### config.mk
export PLATFORM = sky130hd
export DESIGN_NAME = ram_wr_sched_flat
export DESIGN_NICKNAME = d
export VERILOG_FILES = /design/src/rtl/ram_wr_sched_if.sv /design/src/rtl/ram_wr_sched.sv /design/src/flat_wrapper.sv
export SDC_FILE = /design/constraint.sdc
export NUM_CORES = 1
export LEC_CHECK = 0
export BUFFER_PORTS_ARGS = -buffer_cell sky130_fd_sc_hd__buf_4
export CAP_MARGIN = 25
export CORE_MARGIN = 3
export CORE_UTILIZATION = 40
export DETAILED_ROUTE_END_ITERATION = 6
export PLACE_DENSITY = 0.86
export RECOVER_POWER = 25
export SYNTH_ARGS = -nofsm -noshare
export SYNTH_HDL_FRONTEND = slang
export SYNTH_SLANG_ARGS = --single-unit
### constraint.sdc
create_clock -name clk -period 3.5 [get_ports clk]
set_input_delay 0.7 -clock clk [delete_from_list [all_inputs] [get_ports clk]]
set_output_delay 0.7 -clock clk [all_outputs]
set_load 0.02 [all_outputs]
### src/rtl/ram_wr_sched_if.sv
// Requester-side write handshake bundle for ram_wr_sched.
// Slices are packed: requester i owns bit i / slice i of each vector.
interface ram_wr_sched_if #(
    parameter int AW   = 11,
    parameter int DW   = 32,
    parameter int NREQ = 4
);
    logic [NREQ-1:0]    req_valid;
    logic [NREQ-1:0]    req_ready;
    logic [NREQ*AW-1:0] req_addr;
    logic [NREQ*DW-1:0] req_data;

    modport master (
        output req_valid,
        output req_addr,
        output req_data,
        input  req_ready
    );

    modport slave (
        input  req_valid,
        input  req_addr,
        input  req_data,
        output req_ready
    );
endinterface

### src/rtl/ram_wr_sched.sv
// Round-robin write-port scheduler with a zero-fill clear sweep
// in front of the single write port of ram_32R1W.
module ram_wr_sched #(
    parameter int BLOCKSIZE = 10,
    parameter int DW        = 32,
    parameter int NREQ      = 4
) (
    input  logic                      clk,
    input  logic                      rst,
    ram_wr_sched_if.slave             req,
    input  logic                      clr_start,
    output logic                      clr_busy,
    output logic                      clr_done,
    output logic [BLOCKSIZE:0]        w_addr,
    output logic [DW-1:0]             w_din,
    output logic                      w_enb,
    output logic [$clog2(NREQ)-1:0]   grant_id
);
    localparam int AW    = BLOCKSIZE + 1;
    localparam int IW    = $clog2(NREQ);

    localparam logic [0:0] ST_CLR = 1'b0;
    localparam logic [0:0] ST_ARB = 1'b1;

    logic [0:0]    state_q, state_d;
    logic [AW-1:0] cnt_q, cnt_d;
    logic [IW-1:0] ptr_q, ptr_d;
    logic          w_enb_q, w_enb_d;
    logic [AW-1:0] w_addr_q, w_addr_d;
    logic [DW-1:0] w_din_q, w_din_d;
    logic [IW-1:0] grant_q, grant_d;
    logic          clr_done_q, clr_done_d;

    logic          hit;
    logic          hs;
    logic [IW-1:0] gnt;
    logic [AW-1:0] sel_addr;
    logic [DW-1:0] sel_data;

    // First valid requester at or after ptr, wrapping modulo NREQ.
    always_comb begin : arb
        int idx;
        hit = 1'b0;
        gnt = '0;
        for (int k = 0; k < NREQ; k++) begin
            idx = int'(ptr_q) + k;
            if (idx >= NREQ) idx = idx - NREQ;
            if (!hit && req.req_valid[idx]) begin
                hit = 1'b1;
                gnt = IW'(idx);
            end
        end
    end

    assign hs       = (state_q == ST_ARB) && hit;
    assign sel_addr = req.req_addr[int'(gnt)*AW +: AW];
    assign sel_data = req.req_data[int'(gnt)*DW +: DW];

    always_comb begin : ready_dec
        req.req_ready = '0;
        if (hs) req.req_ready[gnt] = 1'b1;
    end

    always_comb begin : nxt
        state_d    = state_q;
        cnt_d      = cnt_q;
        ptr_d      = ptr_q;
        w_enb_d    = 1'b0;
        w_addr_d   = w_addr_q;
        w_din_d    = w_din_q;
        grant_d    = grant_q;
        clr_done_d = 1'b0;
        unique case (state_q)
            ST_CLR: begin
                w_enb_d  = 1'b1;
                w_addr_d = cnt_q;
                w_din_d  = '0;
                grant_d  = '0;
                cnt_d    = cnt_q + 1'b1;
                if (&cnt_q) begin
                    clr_done_d = 1'b1;
                    state_d    = ST_ARB;
                end
            end
            ST_ARB: begin
                if (hs) begin
                    w_enb_d  = 1'b1;
                    w_addr_d = sel_addr;
                    w_din_d  = sel_data;
                    grant_d  = gnt;
                    ptr_d    = (int'(gnt) == NREQ - 1) ? '0 : gnt + 1'b1;
                end
                // A same-cycle grant still lands; the sweep follows it.
                if (clr_start) begin
                    state_d = ST_CLR;
                    cnt_d   = '0;
                end
            end
            default: state_d = ST_CLR;
        endcase
    end

    always_ff @(posedge clk or negedge rst) begin
        if (!rst) begin
            state_q    <= ST_CLR;
            cnt_q      <= '0;
            ptr_q      <= '0;
            w_enb_q    <= 1'b0;
            w_addr_q   <= '0;
            w_din_q    <= '0;
            grant_q    <= '0;
            clr_done_q <= 1'b0;
        end else begin
            state_q    <= state_d;
            cnt_q      <= cnt_d;
            ptr_q      <= ptr_d;
            w_enb_q    <= w_enb_d;
            w_addr_q   <= w_addr_d;
            w_din_q    <= w_din_d;
            grant_q    <= grant_d;
            clr_done_q <= clr_done_d;
        end
    end

    assign clr_busy = (state_q == ST_CLR);
    assign clr_done = clr_done_q;
    assign w_enb    = w_enb_q;
    assign w_addr   = w_addr_q;
    assign w_din    = w_din_q;
    assign grant_id = grant_q;
endmodule

### src/flat_wrapper.sv
// flat-port wrapper written by rule: the top's interface ports become plain ports
module ram_wr_sched_flat 
#(
    parameter int BLOCKSIZE = 10,
    parameter int DW        = 32,
    parameter int NREQ      = 4
)
  (clk, rst, clr_start, clr_busy, clr_done, w_addr, w_din, w_enb, grant_id, req_req_valid, req_req_addr, req_req_data, req_req_ready);
  ram_wr_sched_if #(.AW((BLOCKSIZE + 1)), .DW(DW), .NREQ(NREQ)) req_i ();
  input  logic clk;
  input  logic rst;
  input  logic clr_start;
  output logic clr_busy;
  output logic clr_done;
  output logic [BLOCKSIZE:0] w_addr;
  output logic [DW-1:0] w_din;
  output logic w_enb;
  output logic [$clog2(NREQ)-1:0] grant_id;
  input wire logic [$bits(req_i.req_valid)-1:0] req_req_valid;
  input wire logic [$bits(req_i.req_addr)-1:0] req_req_addr;
  input wire logic [$bits(req_i.req_data)-1:0] req_req_data;
  output wire logic [$bits(req_i.req_ready)-1:0] req_req_ready;
  assign req_i.req_valid = req_req_valid;
  assign req_i.req_addr = req_req_addr;
  assign req_i.req_data = req_req_data;
  assign req_req_ready = req_i.req_ready;
  ram_wr_sched #(.BLOCKSIZE(BLOCKSIZE), .DW(DW), .NREQ(NREQ)) u_core (.clk(clk), .rst(rst), .req(req_i), .clr_start(clr_start), .clr_busy(clr_busy), .clr_done(clr_done), .w_addr(w_addr), .w_din(w_din), .w_enb(w_enb), .grant_id(grant_id));
endmodule
After elaboration in Yosys (flattened, before gate mapping)
Index checks and enable logic that the tools add are counted.

word-level totals
  output and inout bits = 52
  register bits after elaboration = 61

cells by class
  $mul = 1
  muxes and demuxes = 42
  $lt $le $gt $ge = 10
  bitwise gates (word level) = 1
  shift-type cells = 2
  equality and inequality tests = 3
  $add $sub $neg = 9
  reductions and logical operators = 10

operators with widths
  kind                     number
  $mux W32                 5
  $lt A32 B4 Y1 const B    4
  $shiftx A128 B8 Y32      1
  $ge A32 B4 Y1 const B    3
  $sub A32 B4 Y32 const B  3
  $pmux W32 S2             1
  $pmux W11 S2             2
  $shiftx A44 B32 Y11      1
  $mux W11                 2
  $mux W1                  17
  $mux W2                  6
  $add A11 B1 Y11 const B  1
  $reduce_and A11 Y1       1
  $bmux W1 S2              4
  $add A2 B2 Y3 const B    2
  $mul A2 B4 Y6 const B    1
  $logic_and A1 B1 Y1      5
  $mux W4                  1
  $ne A2 B2 Y1 const B     2
  $pmux W1 S2              2
  $pmux W2 S2              1
  $sub A2 B3 Y4 const B    1
  $add A2 B1 Y3 const B    1
  $ge A2 B3 Y1 const B     1
  8 further kinds          10

Depth between registers and ports, before layout
  depth in word-level cells = 20
  mapped depth = 8
  gate-level depth less buffers = 6

Least setup slack after synthesis
OpenSTA, ideal clock, no wires.

  path kind = input to output
  start point = in req_req_valid[2]
  end point = out req_req_ready[0]
  setup slack = 0.819 ns
  data arrival time = 1.981 ns
  cell stages on the path = 8
  path buffers = 2
  cell sequence = nor2b_1 o21a_1 nor3_4 inv_2 buf_6 buf_6 ha_1 and2_1

between the ends
  longest elaborated chain between the ends = 18
  elaborated cells between the ends (all ways) = 33
  classes of those cells = order compare: 2; mux: 23; reduce/logical: 8

RTL lines
  item                                                                       line                source
  from (decl)                                                                flat_wrapper.sv:19  input wire logic [$bits(req_i.req_valid)-1:0] req_req_valid;
  $bmux W1 S2                                                                ram_wr_sched.sv:48  if (!hit && req.req_valid[idx]) begin
  $mux W1 (implied by the code) (2 in series)                                ram_wr_sched.sv:48
  $mux W1                                                                    ram_wr_sched.sv:48
  $logic_not A1 Y1                                                           ram_wr_sched.sv:48
  $logic_and A1 B1 Y1                                                        ram_wr_sched.sv:48
  $mux W1                                                                    ram_wr_sched.sv:48
  $logic_not A1 Y1                                                           ram_wr_sched.sv:48
  $logic_and A1 B1 Y1                                                        ram_wr_sched.sv:48
  $mux W1                                                                    ram_wr_sched.sv:48
  $logic_not A1 Y1                                                           ram_wr_sched.sv:48
  $logic_and A1 B1 Y1                                                        ram_wr_sched.sv:48
  $mux W2                                                                    ram_wr_sched.sv:48
  $lt A2 B3 Y1 (implied by the code) / $ge A2 B1 Y1 (equally long branches)  ram_wr_sched.sv:61  if (hs) req.req_ready[gnt] = 1'b1;
  $logic_and A1 B1 Y1 (implied by the code)                                  ram_wr_sched.sv:61
  $mux W1 (implied by the code)                                              ram_wr_sched.sv:61
  $demux W1 S2                                                               n/a
  $mux W4 *                                                                  ram_wr_sched.sv:61
  to (decl)                                                                  flat_wrapper.sv:22  output wire logic [$bits(req_i.req_ready)-1:0] req_req_ready;

Every way passes the cells marked *; elsewhere a longest branch is shown, timed or not. The select of a mux whose other input is x is not followed.

Final worst setup path
  start point = in req_req_valid[3]
  end point = out req_req_ready[0]

Same word-level chain as after synthesis.

==> key figures <==
Run status
  • Outcome: complete, but fails checks
  • Failing checks: max-capacitance violations, max-slew violations

Synthesis
  • Sequential share of the synthesized area: 0.399
  • Post-synthesis async set-or-reset flop share: 1.00
  • Syn nets: 557
  • Yosys warns: 0
  • Cell count after synthesis: 373
  • Area leader, netlist: dfrtp_1
  • Synth cell count leaders: mux2i_1, dfrtp_1, o221ai_1, nand3_1, nand2_1
  • Most used DFF post-synth: dfrtp_1
  • Top cell type's share of synthesized area: 0.399
  • Most common cell in the netlist: mux2i_1
  • Post-synthesis cell type count: 41
  • Synthesis-stage register bit count: 61
  • Avg Inst Size Synth: 10.2 µm²
  • Synth area leaders: dfrtp_1, mux2i_1, o221ai_1
  • Post-synth EDFFs: 0
  • Mapped Area: 3820 µm²

CTS
  • Max Root-Sink Buffers: 2
  • Root Driver: clkbuf_8
  • H-tree depth: 3
  • CTS Buf Count: 9
  • Post-CTS Resized: 0
  • Clk pin slew, worst setup/hold paths: 60 ps
  • Clock sinks: 61
  • Worst-Skew Late Latency: 330 ps
  • # hold bufs at CTS: 0
  • CTS tree: done
  • Postcts setup bufs: 0

Worst setup path
  • Arr. time, crit path: 2040 ps
  • Setup Crit Path Kind: input port to output pin
  • Worst R2R Start: u_core.ptr_q[1]
  • Worst r2r path cells: 8
  • Critical path peak fanout: 5
  • Critical Path End Type: output pin
  • CP endpoint: req_req_ready[0]
  • Critical Path Source: req_req_valid[3]
  • CP Launch Type: input port
  • Top cell by count, worst path: buf_4
  • R2r setup slk: 900 ps
  • Slowest CP cell: and3_1
  • FF-to-FF End: u_core.w_din[24]
  • Required @ worst endpoint: 2800 ps
  • CP max stage delay: 290 ps
  • CP cell instances: buf_4 -> and3b_1 -> o21ai_1 -> and3_1 -> inv_2 -> ha_1 -> and2_1 -> buf_4

STA
  • Post-route clock skew: 14.7 ps
  • Max_slew headroom: -0.0340
  • Pins Over Slew Limit: 62
  • Fmax: 365 MHz
  • Fin crit period: 2740 ps
  • RSZ-0062 raised after global routing: false
  • Final setup TNS: 0 ps
  • # setup viols final: 0
  • Final hold vios: 0
  • Period Utilization, post-route: 0.782
  • Worst slew pin tran: 1550 ps

Layout
  • Layout area overhead: 52.4%
  • N_diodes: 0
  • Filler cells: 761
  • Share of cells above drive strength 1: 0.439
  • Multi-input gate area: 2090 µm²
  • Seq. cell area: 1530 µm²
  • Nets@finish: 774

Floorplanning
  • Horiz. Die Dim: 104 µm
  • Standard-cell rows: 35
  • Core area: 9280 µm²
  • Initial Util: 0.412
  • Die area: 10800 µm²
  • Die H: 104 µm
  • I/O Pins: 231

Route
  • Final WL: 12.8 mm
  • DR vias/cell: 5.43
  • Routed via count: 3930
  • # DRC: 0
  • Initial detailed-routing violation count: 221
  • ANT nets after route: 0
  • Pre-antenna DRT Iters: 5
  • Routed length per instance: 17.6 µm

Pwr
  • Pwr per Cell Area: 428 nW/µm²
  • Peak VDD IR: 0.211 mV
  • Leakage: 2.98 nW
  • Pwr Total: 2.49 mW

Global route
  • Tot GR Track Use: 0.230
  • Global-route wire length before repair: 20.3 mm
  • Largest net degree at the start of global routing: 65
  • Gr ovfl total: 0
  • Vias in the first global route: 4038
  • Initial antenna violation count: 0

Place
  • Routability-driven placement congestion ratio: 0.861
  • Port Buffers: 230
  • Post-DP HPWL: 9.46 mm

Flow run
  • Max_cap viols: 1

Min path
  • Hold Crit Class: flip-flop to flip-flop
  • Worst Hold Path Cells: 1
-- layout make-up --
class / count / share of cell area
clock inverter: 4 / 0.0120
multi-input combinational: 274 / 0.359
inverter: 7 / 0.00494
tap: 129 / 0.0277
sequential: 61 / 0.262
clock buffer: 12 / 0.0266
timing repair buffer: 237 / 0.307
-- routing by layer --
metal,global-route usage,vias to the layer above,share of wire
met4,0.0807,0,0.015
li1,-,1854,-
met3,0.0617,16,0.082
met1,0.273,1870,0.39
met2,0.401,190,0.51
met5,0,-,0
-- through the flow --
| step | std cells | area (µm²) | utilization | setup WS [ps] | hold WS [ps] |
|---|---|---|---|---|---|
| final | 724 | 5820 | 0.627 | 762 | 506 |
| after floorplan | 373 | 3820 | - | 819 | 404 |
| after global routing | 724 | 5820 | 0.627 | 663 | 527 |
| after CTS | 724 | 5820 | 0.627 | 772 | 479 |
| after detailed placement | 708 | 5600 | 0.603 | 573 | 505 |
| after global placement | 708 | 5600 | 0.603 | 756 | 482 |
-- cell families after synthesis --
logic type,count (synthesis),share of synthesized area
flip-flops,61,0.399
multiplexers,86,0.227
XOR/XNOR,7,0.0160
AO/OA/AOI/OAI,75,0.149
adder cells (fa/ha/maj),5,0.0164
AND/OR/NAND/NOR,101,0.138
buffers and inverters,38,0.0537
-- report_power, final --
| part | internal [mW] | switching [mW] |
|---|---|---|
| clock network | 0.438 | 0.272 |
| registers | 0.813 | 0.115 |
| logic | 0.452 | 0.404 |
| total | 1.70 | 0.791 |
-- flip-flops by register name, indices dropped and copies added, names as in the netlist --
name and cells:
u_core.state_q 1, u_core.grant_id 2, u_core.w_enb 1, u_core.cnt_q 11, u_core.w_addr 11, u_core.clr_done 1
u_core.ptr_q 2, u_core.w_din 32
-- cells in the final DEF, fill, tap and decap left out, types with 2 or more instances in the layout --
master       n
xnor2_1      4
clkbuf_8    11
and2_1       5
o21ai_1      3
o221ai_1    40
inv_1        4
a21oi_1     14
xor2_1       3
nor3_1       3
inv_2        2
a2111oi_0    2
nand2_1     23
clkinv_2     2
nand3_1     37
mux2i_1     83
nand4_1      3
ha_1         5
and3_1      10
o21bai_1     2
buf_4      235
bufinv_16    2
nor2_1      12
dfrtp_1     60
o22ai_1      7
-- critical path, delay by kind of cell --
kind	cells	cell delay (ps)
compound gates	1	160
fa+ha+maj	1	190
buf+inv	3	370
simple gates	3	610
-- worst min-delay path by stage --
stage	endpoint	start	slack, ps
after floorplan	u_core.clr_done	rst	400
after global placement	u_core.cnt_q[10]	u_core.cnt_q[10]	480
after detailed placement	u_core.cnt_q[10]	u_core.cnt_q[10]	510
after CTS	u_core.w_din[0]	rst	480
after global routing	u_core.cnt_q[10]	u_core.cnt_q[10]	530
final	u_core.cnt_q[10]	u_core.cnt_q[10]	510
Note: power is estimated with default switching activity, not from simulation.
